$ cat src/rtl/fetch_unit.sv
// PC/fetch stage: IDLE/RUN/DONE sequencer, sequential or BNE-redirected PC, saturating cycle count.
// Latency: instr/opcode combinational from pc; done/fault registered; hold freezes pc/state for the cycle.
module fetch_unit #(
  parameter int PC_W  = 10,
  parameter int IW    = 9,
  parameter int CNT_W = 16
) (
  input  logic             clk,
  input  logic             reset,
  input  logic             start,
  input  logic [PC_W-1:0]  prog_end,
  input  logic             hold,
  input  logic             branch,
  input  logic             taken,
  input  logic [PC_W-1:0]  target,
  output logic [PC_W-1:0]  imem_addr,
  input  logic [IW-1:0]    imem_data,
  output logic [IW-1:0]    instr,
  output logic [2:0]       opcode,
  output logic             valid,
  output logic [PC_W-1:0]  pc,
  output logic             done,
  output logic             fault,
  output logic [CNT_W-1:0] cycles
);

  typedef enum logic [1:0] {IDLE = 2'd0, RUN = 2'd1, DONE = 2'd2} state_t;

  localparam logic [PC_W-1:0]  PC_MAX  = {PC_W{1'b1}};
  localparam logic [CNT_W-1:0] CNT_MAX = {CNT_W{1'b1}};

  state_t           state, state_nxt;
  logic [PC_W-1:0]  pc_nxt;
  logic             done_nxt, fault_nxt;
  logic [CNT_W-1:0] cycles_nxt;

  always_ff @(posedge clk) begin
    if (reset) begin
      state  <= IDLE;
      pc     <= '0;
      done   <= 1'b0;
      fault  <= 1'b0;
      cycles <= '0;
    end else begin
      state  <= state_nxt;
      pc     <= pc_nxt;
      done   <= done_nxt;
      fault  <= fault_nxt;
      cycles <= cycles_nxt;
    end
  end

  always_comb begin
    state_nxt  = state;
    pc_nxt     = pc;
    done_nxt   = done;
    fault_nxt  = fault;
    cycles_nxt = cycles;
    case (state)
      IDLE, DONE: begin
        if (start) begin
          state_nxt  = RUN;
          pc_nxt     = '0;
          done_nxt   = 1'b0;
          fault_nxt  = 1'b0;
          cycles_nxt = '0;
        end
      end
      RUN: begin
        // Held cycles still count: they are part of the program's run time.
        if (cycles != CNT_MAX)
          cycles_nxt = cycles + CNT_W'(1);
        if (!hold) begin
          if (branch && taken) begin
            pc_nxt = target;
          end else if (pc == prog_end) begin
            state_nxt = DONE;
            done_nxt  = 1'b1;
          end else if (pc == PC_MAX) begin
            // Running off the top of memory traps instead of wrapping to 0.
            state_nxt = DONE;
            done_nxt  = 1'b1;
            fault_nxt = 1'b1;
          end else begin
            pc_nxt = pc + PC_W'(1);
          end
        end
      end
      default: state_nxt = IDLE;
    endcase
  end

  always_comb begin
    imem_addr = pc;
    valid     = (state == RUN) && !hold;
    instr     = (state == RUN) ? imem_data : '0;
    opcode    = instr[IW-1:IW-3];
  end

endmodule

$ cat config.mk
export PLATFORM = sky130hd
export DESIGN_NAME = fetch_unit
export DESIGN_NICKNAME = d
export VERILOG_FILES = /design/src/rtl/fetch_unit.sv
export SDC_FILE = /design/constraint.sdc
export NUM_CORES = 1
export LEC_CHECK = 0
export ABC_AREA = 1
export BUFFER_PORTS_ARGS = -buffer_cell sky130_fd_sc_hd__buf_4
export CORE_MARGIN = 3
export CORE_UTILIZATION = 44
export DETAILED_ROUTE_END_ITERATION = 7
export PLACE_DENSITY = 0.84
export SYNTH_ARGS = -nofsm -noshare
export SYNTH_HDL_FRONTEND = slang
export SYNTH_SLANG_ARGS = --single-unit
export TNS_END_PERCENT = 20
$ cat constraint.sdc
create_clock -name clk -period 1.6 [get_ports clk]
set_input_delay 0.16 -clock clk [delete_from_list [all_inputs] [get_ports clk]]
set_output_delay 0.16 -clock clk [all_outputs]
set_load 0.02 [all_outputs]
# [Yosys cells after proc, flatten, opt, wreduce, memory -nomap -nowiden]
# Index checks and enable logic that the tools add are counted.
[word_totals] reg_bits=30 in_bits=35 out_inout_bits=51 elab_cells=58
[classes] add_sub_neg=2 eq_ne=14 mux=26 n_reduce_logical=11
[op_table] operator="$mux W10" count=5
[op_table] operator="$mux W16" count=2
[op_table] operator="$pmux W16 S2" count=1
[op_table] operator="$pmux W10 S2" count=1
[op_table] operator="$add A16 B1 Y16 const B" count=1
[op_table] operator="$ne A16 B16 Y1 const B" count=1
[op_table] operator="$ne A2 B2 Y1 const B" count=6
[op_table] operator="$add A10 B1 Y10 const B" count=1
[op_table] operator="$eq A10 B10 Y1" count=1
[op_table] operator="$eq A10 B10 Y1 const B" count=1
[op_table] operator="$mux W2" count=5
[op_table] operator="$reduce_and A5 Y1" count=2
[op_table] operator="$mux W9" count=1
[op_table] operator="$ne A3 B3 Y1 const B" count=3
[op_table] operator="$mux W1" count=8
[op_table] operator="$reduce_and A6 Y1" count=1
[op_table] operator="$pmux W1 S2" count=2
[op_table] operator="$pmux W2 S2" count=1
[op_table] operator="$reduce_and A4 Y1" count=1
[op_table] operator="$reduce_and A3 Y1" count=1
[op_table] operator="$eq A2 B1 Y1 const B" count=1
[op_table] operator="$eq A2 B2 Y1 const B" count=1
[op_table] operator="$logic_and A1 B1 Y1" count=2
[op_table] operator="$logic_not A2 Y1" count=1
[op_table] operator="other kinds (3)" count=3

# [Longest topological paths before layout]
[logic_depth] word_depth=6 ltp_mapped=11 mapped_depth_nobuf=11

# [Least setup slack after synthesis]
# OpenSTA, ideal clock, no wires.
[synth_timing] path_kind="register to register" from="register pc[0] (netlist: imem_addr[0])" to="register pc[0] (netlist: imem_addr[0])" setup_ns=0.115 t_arrival_ns=1.610 path_slack_ns=-0.125 path_stages_with_launch=12 period_less_slack_ns=1.725 path_cell_list="dfxtp_1 -> ha_1 -> nand2_1 -> inv_1 -> nand2_1 -> nor2_1 -> nand4_1 -> nand3_1 -> buf_2 -> nand3_1 -> nand2_1 -> nor2_1"
[synth_via] elab_chain_len=6 elab_cells_between_ends=11
[synth_lines] element="start: declaration" line_no="21" source="output logic [PC_W-1:0] pc,"
[synth_lines] element="start signal: assignment" line_no="46" source="pc <= pc_nxt;"
[synth_lines] element="$add A10 B1 Y10" line_no="85" source="pc_nxt = pc + PC_W'(1);"
[synth_lines] element="$mux W10" line_no="79" source="end else if (pc == PC_MAX) begin"
[synth_lines] element="$mux W10" line_no="76" source="end else if (pc == prog_end) begin"
[synth_lines] element="$mux W10" line_no="74" source="if (branch && taken) begin"
[synth_lines] element="$mux W10" line_no="73" source="if (!hold) begin"
[synth_lines] element="$pmux W10 S2" line_no="59" source="case (state)"
# Several ways; a longest one is shown, not always the timed one. The select of a mux whose other input is x is not followed.
# A chain may end at the register's enable or synchronous reset.

# [Worst setup path after layout]
[layout_timing] from="register pc[1] (netlist: imem_addr[1])" to="register pc[7] (netlist: imem_addr[7])"
# The elaborated chain is that of the path after synthesis.

==> impl_metrics.csv <==
group,metric,value,unit
clocking,cts_num_sinks,30,
routing,dr.pass1.iters,5,
die,starting_density_of_the_core,0.4622,
routing,initialDrtViolationCount,184,
routing,route.detailed.drc,0,
clocking,clk_latency,0.29,ns
sta,hold_slack,0.1484,ns
power_and_ir_drop,ir_drop,0.4725,mV
finish,layout.nets,512,
sta,post-route-min-period,1.638,ns
run_status,outcome,"finished with violations",
setup_path,worstPathCellList,"buf_6 > inv_2 > nand2_1 > nand2_1 > nand2_1 > nor2_2 > nand3_2 > nand3_4 > clkbuf_16 > nand3_1 > nand2_1 > nor2_1",
synthesis,synth_seq_area_share,0.2715,
power_and_ir_drop,power,2.453,mW
synthesis,yosys.cell_count.top_type,"sky130_fd_sc_hd__nand2_1",
run_status,failed_checks,"setup timing",
finish,flow.area_growth_from_synthesis,53.00,%
synthesis,synth_fp_nets,403,
synthesis,post_synth.cell_area_avg,6.044,µm²
clocking,clock_tree_from_tritoncts,"built",
placement,globalplace.congestion,0.9357,
sta,hold_viol_final,0,
clocking,ctsHtreeMaxLevel,2,
synthesis,library_cell_with_the_largest_summed_area_after_synthesis,"sky130_fd_sc_hd__dfxtp_1",
synthesis,synth.cell_area,2212,µm²
setup_path,timing_worst_setup_path_type,"register to register",
global_route,largest_net_degree_at_the_start_of_global_routing,21,
worst_hold_path,min_path_cells,2,
sta,slew_headroom,0.7561,
setup_path,worst-path-max-fanout,5,
worst_hold_path,whs_endpoint,"cycles[14]",
worst_hold_path,hp-start,"reset",
setup_path,cp_data_arrival_time,1.83,ns
setup_path,crit_slowest_cell,"sky130_fd_sc_hd__dfxtp_2",
setup_path,cp.required,1.79,ns
power_and_ir_drop,p_leak,1.650,nW
clocking,cts-buffers-inserted,5,
synthesis,netlist-cell-type-count,29,
clocking,clock_transition_at_the_registers_of_the_reported_paths,0.07,ns
finish,final_cells,543,
setup_path,r2r.worst_path.cells,12,
routing,wl_per_cell,13.89,µm
sta,final_critical_path_setup_slack,-0.03818,ns
die,core_area,4786,µm²
routing,route.antenna.remaining_nets,0,
sta,fmax,0.6104,GHz
die,die_h,76.91,µm
finish,register_area,618.1,µm²
finish,drive_gt1_frac,0.3950,
setup_path,critical_path.max_stage_delay,0.34,ns
finish,final_cell_area_excluding_filler_cells,3385,µm²
die,dieWidth,76.91,µm
routing,routed_wl,7.540,mm
synthesis,ys.warnings.count,0,
finish,num_antenna_cells,0,
placement,hpwlAfterDp,4.989,mm
sta,final.period_utilization,1.024,
die,die-area,5914,µm²
synthesis,ys_async_sr_fraction,0,
synthesis,ranking_of_synthesized_cells_by_area,"sky130_fd_sc_hd__dfxtp_1 27%, sky130_fd_sc_hd__nand2_1 15%, sky130_fd_sc_hd__nor2_1 8.7%, sky130_fd_sc_hd__nand3_1 8.6%, sky130_fd_sc_hd__inv_1 8.3%",
sta,clock_skew,0.007907,ns
die,rows,25,
finish,n_fill_cell,378,
global_route,grt_antenna_before_repair,0,
synthesis,synth-edff-count,0,
sta,drv_slew,0,
global_route,grt_pass1_vias,2555,
placement,place.port_buffers,85,
setup_path,crit-reg2reg-capture,"imem_addr[7]",
power_and_ir_drop,powerDensity,724.7,nW/µm²
routing,via_count,2816,
clocking,clk_root_buffer_cell,"sky130_fd_sc_hd__clkbuf_8",
global_route,overflow,0,
routing,detail_route.vias_per_cell,5.186,
worst_hold_path,hold_path.class,"input pin to register",
finish,finalCoreUtilization,0.7072,
synthesis,synth_largest_type_area_fraction,0.2715,
global_route,grt_pass1_wl,11.10,mm
placement,placed_cell_area,3020,µm²
finish,multi_input_area,1375,µm²
run,cap_viol_max_count,0,
die,io-pin-count,86,
sta,max_slew.worst_pin.slew,0.3631,ns
clocking,clockBufferDepth,2,
setup_path,worst_setup_start_kind,"register",
sta,setup-violations-final,7,
setup_path,cpMostUsedCell,"sky130_fd_sc_hd__nand2_1",
setup_path,worst-r2r-setup-slack,-0.04,ns
setup_path,critical_path.endpoint_type,"register",
synthesis,yosys_most_used_dff,"sky130_fd_sc_hd__dfxtp_1",
sta,grt_setup_unrepaired,"yes",
placement,placed_cells_incl_taps,523,
global_route,global_route_usage_over_all_layers,0.2265,
synthesis,postSynthCellCount,366,
synthesis,ys_top_cells_by_count,"90 x sky130_fd_sc_hd__nand2_1, 51 x sky130_fd_sc_hd__nor2_1, 49 x sky130_fd_sc_hd__inv_1",
synthesis,synth.ff_latch_count,30,
setup_path,critical_path.reg2reg.startpoint,"imem_addr[1]",
[power by group]
group          total [mW]  switching [mW]  internal, mW
registers           0.856          0.0584         0.798
clock network       0.653           0.306         0.347
logic               0.943           0.509         0.434
[how the worst max path moves through the flow]
stage / start / endpoint / slack (ns) / cells after the start
6_report: imem_addr[1] / imem_addr[7] / -0.04 / 12
5_1_grt: imem_addr[1] / imem_addr[5] / -0.14 / 12
4_1_cts: state[0] / instr[5] / 0.02 / 7
3_5_place_dp: imem_addr[0] / imem_addr[6] / -0.05 / 10
3_3_place_gp: imem_addr[0] / imem_addr[6] / -0.03 / 10
2_1_floorplan: state[0] / opcode[0] / -0.11 / 7
[metal layers]
metal / GRT usage / vias to the layer above / part of all wire
li1: - / 1358 / -
met1: 0.2482 / 1301 / 0.38
met2: 0.4120 / 135 / 0.52
met3: 0.05869 / 22 / 0.076
met4: 0.09058 / 0 / 0.024
met5: 0 / - / 0
[metrics by stage]
step / setup WS (ns) / TNS, ns
3_5_place_dp: -0.04759 / -0.3902
6_report: -0.03818 / -0.1757
2_1_floorplan: -0.1140 / -0.3420
3_3_place_gp: -0.03263 / -0.2610
5_1_grt: -0.1353 / -1.410
4_1_cts: 0.01796 / 0
[sequential cells by signal, summed over array words and instances, names as in the netlist]
name / cells
fault: 1
state: 2
imem_addr: 10
done: 1
cycles: 16
[worst max-delay path, delay by kind of cell (launching register included)]
kind	cells	cell delay (ns)
buffers and inverters	3	0.34
and+or+nand+nor	9	0.84
DFF	1	0.34
[cell usage in the layout (no fill, tap or decap)]
cell and instances:
sky130_fd_sc_hd__o21bai_1 1, sky130_fd_sc_hd__xnor2_2 1, sky130_fd_sc_hd__ha_2 1, sky130_fd_sc_hd__nand2_2 5
sky130_fd_sc_hd__inv_1 42, sky130_fd_sc_hd__or2_2 4, sky130_fd_sc_hd__nand3_2 4, sky130_fd_sc_hd__nand2_4 1
sky130_fd_sc_hd__clkinv_2 1, sky130_fd_sc_hd__nor2_1 44, sky130_fd_sc_hd__a22o_1 1, sky130_fd_sc_hd__o21ai_0 12
sky130_fd_sc_hd__nor2_4 4, sky130_fd_sc_hd__inv_2 8, sky130_fd_sc_hd__a21oi_2 7, sky130_fd_sc_hd__nand4_1 6
sky130_fd_sc_hd__xor2_1 8, sky130_fd_sc_hd__nor3_1 3, sky130_fd_sc_hd__dfxtp_4 2, sky130_fd_sc_hd__xnor2_1 3
sky130_fd_sc_hd__dfxtp_2 8, sky130_fd_sc_hd__buf_6 6, sky130_fd_sc_hd__nand2_1 89, sky130_fd_sc_hd__nor3_4 2
sky130_fd_sc_hd__buf_12 2, sky130_fd_sc_hd__ha_4 1, sky130_fd_sc_hd__clkbuf_8 6, sky130_fd_sc_hd__a21oi_1 21
sky130_fd_sc_hd__o21ai_1 3, sky130_fd_sc_hd__clkinvlp_4 3, sky130_fd_sc_hd__nand3_4 1, sky130_fd_sc_hd__dfxtp_1 20
sky130_fd_sc_hd__nor2_2 6, sky130_fd_sc_hd__o31ai_1 1, sky130_fd_sc_hd__clkbuf_16 2, sky130_fd_sc_hd__clkbuf_1 1
sky130_fd_sc_hd__buf_4 113, sky130_fd_sc_hd__nand3_1 33
[cells by family after synthesis]
| family | share of synthesized area |
|---|---|
| AOI/OAI and AO/OA | 0.1182 |
| xor gates and xnor gates | 0.04751 |
| adders and majority gates | 0.01131 |
| buffers and inverters | 0.1544 |
| DFF | 0.2715 |
| and+or+nand+nor | 0.3971 |
[layout make-up]
| type | instances | area share |
|---|---|---|
| multi-input combinational | 262 | 0.4063 |
| timing repair buffer | 123 | 0.2972 |
| sequential | 30 | 0.1826 |
| inverter | 52 | 0.05989 |
| clock buffer | 7 | 0.02551 |
| tap | 67 | 0.02477 |
| timing repair inverter | 1 | 0.002218 |
| clock inverter | 1 | 0.001479 |
[what timing repair did]
item	CTS	global route
hold endpoints to repair	0	0
hold buffers	0	0
gates cloned	0	4
setup buffers	5	3
pin swaps	1	9
setup endpoints to repair	24	30
resized for setup	11	41
No activity file was read; power rests on OpenSTA's default activity.
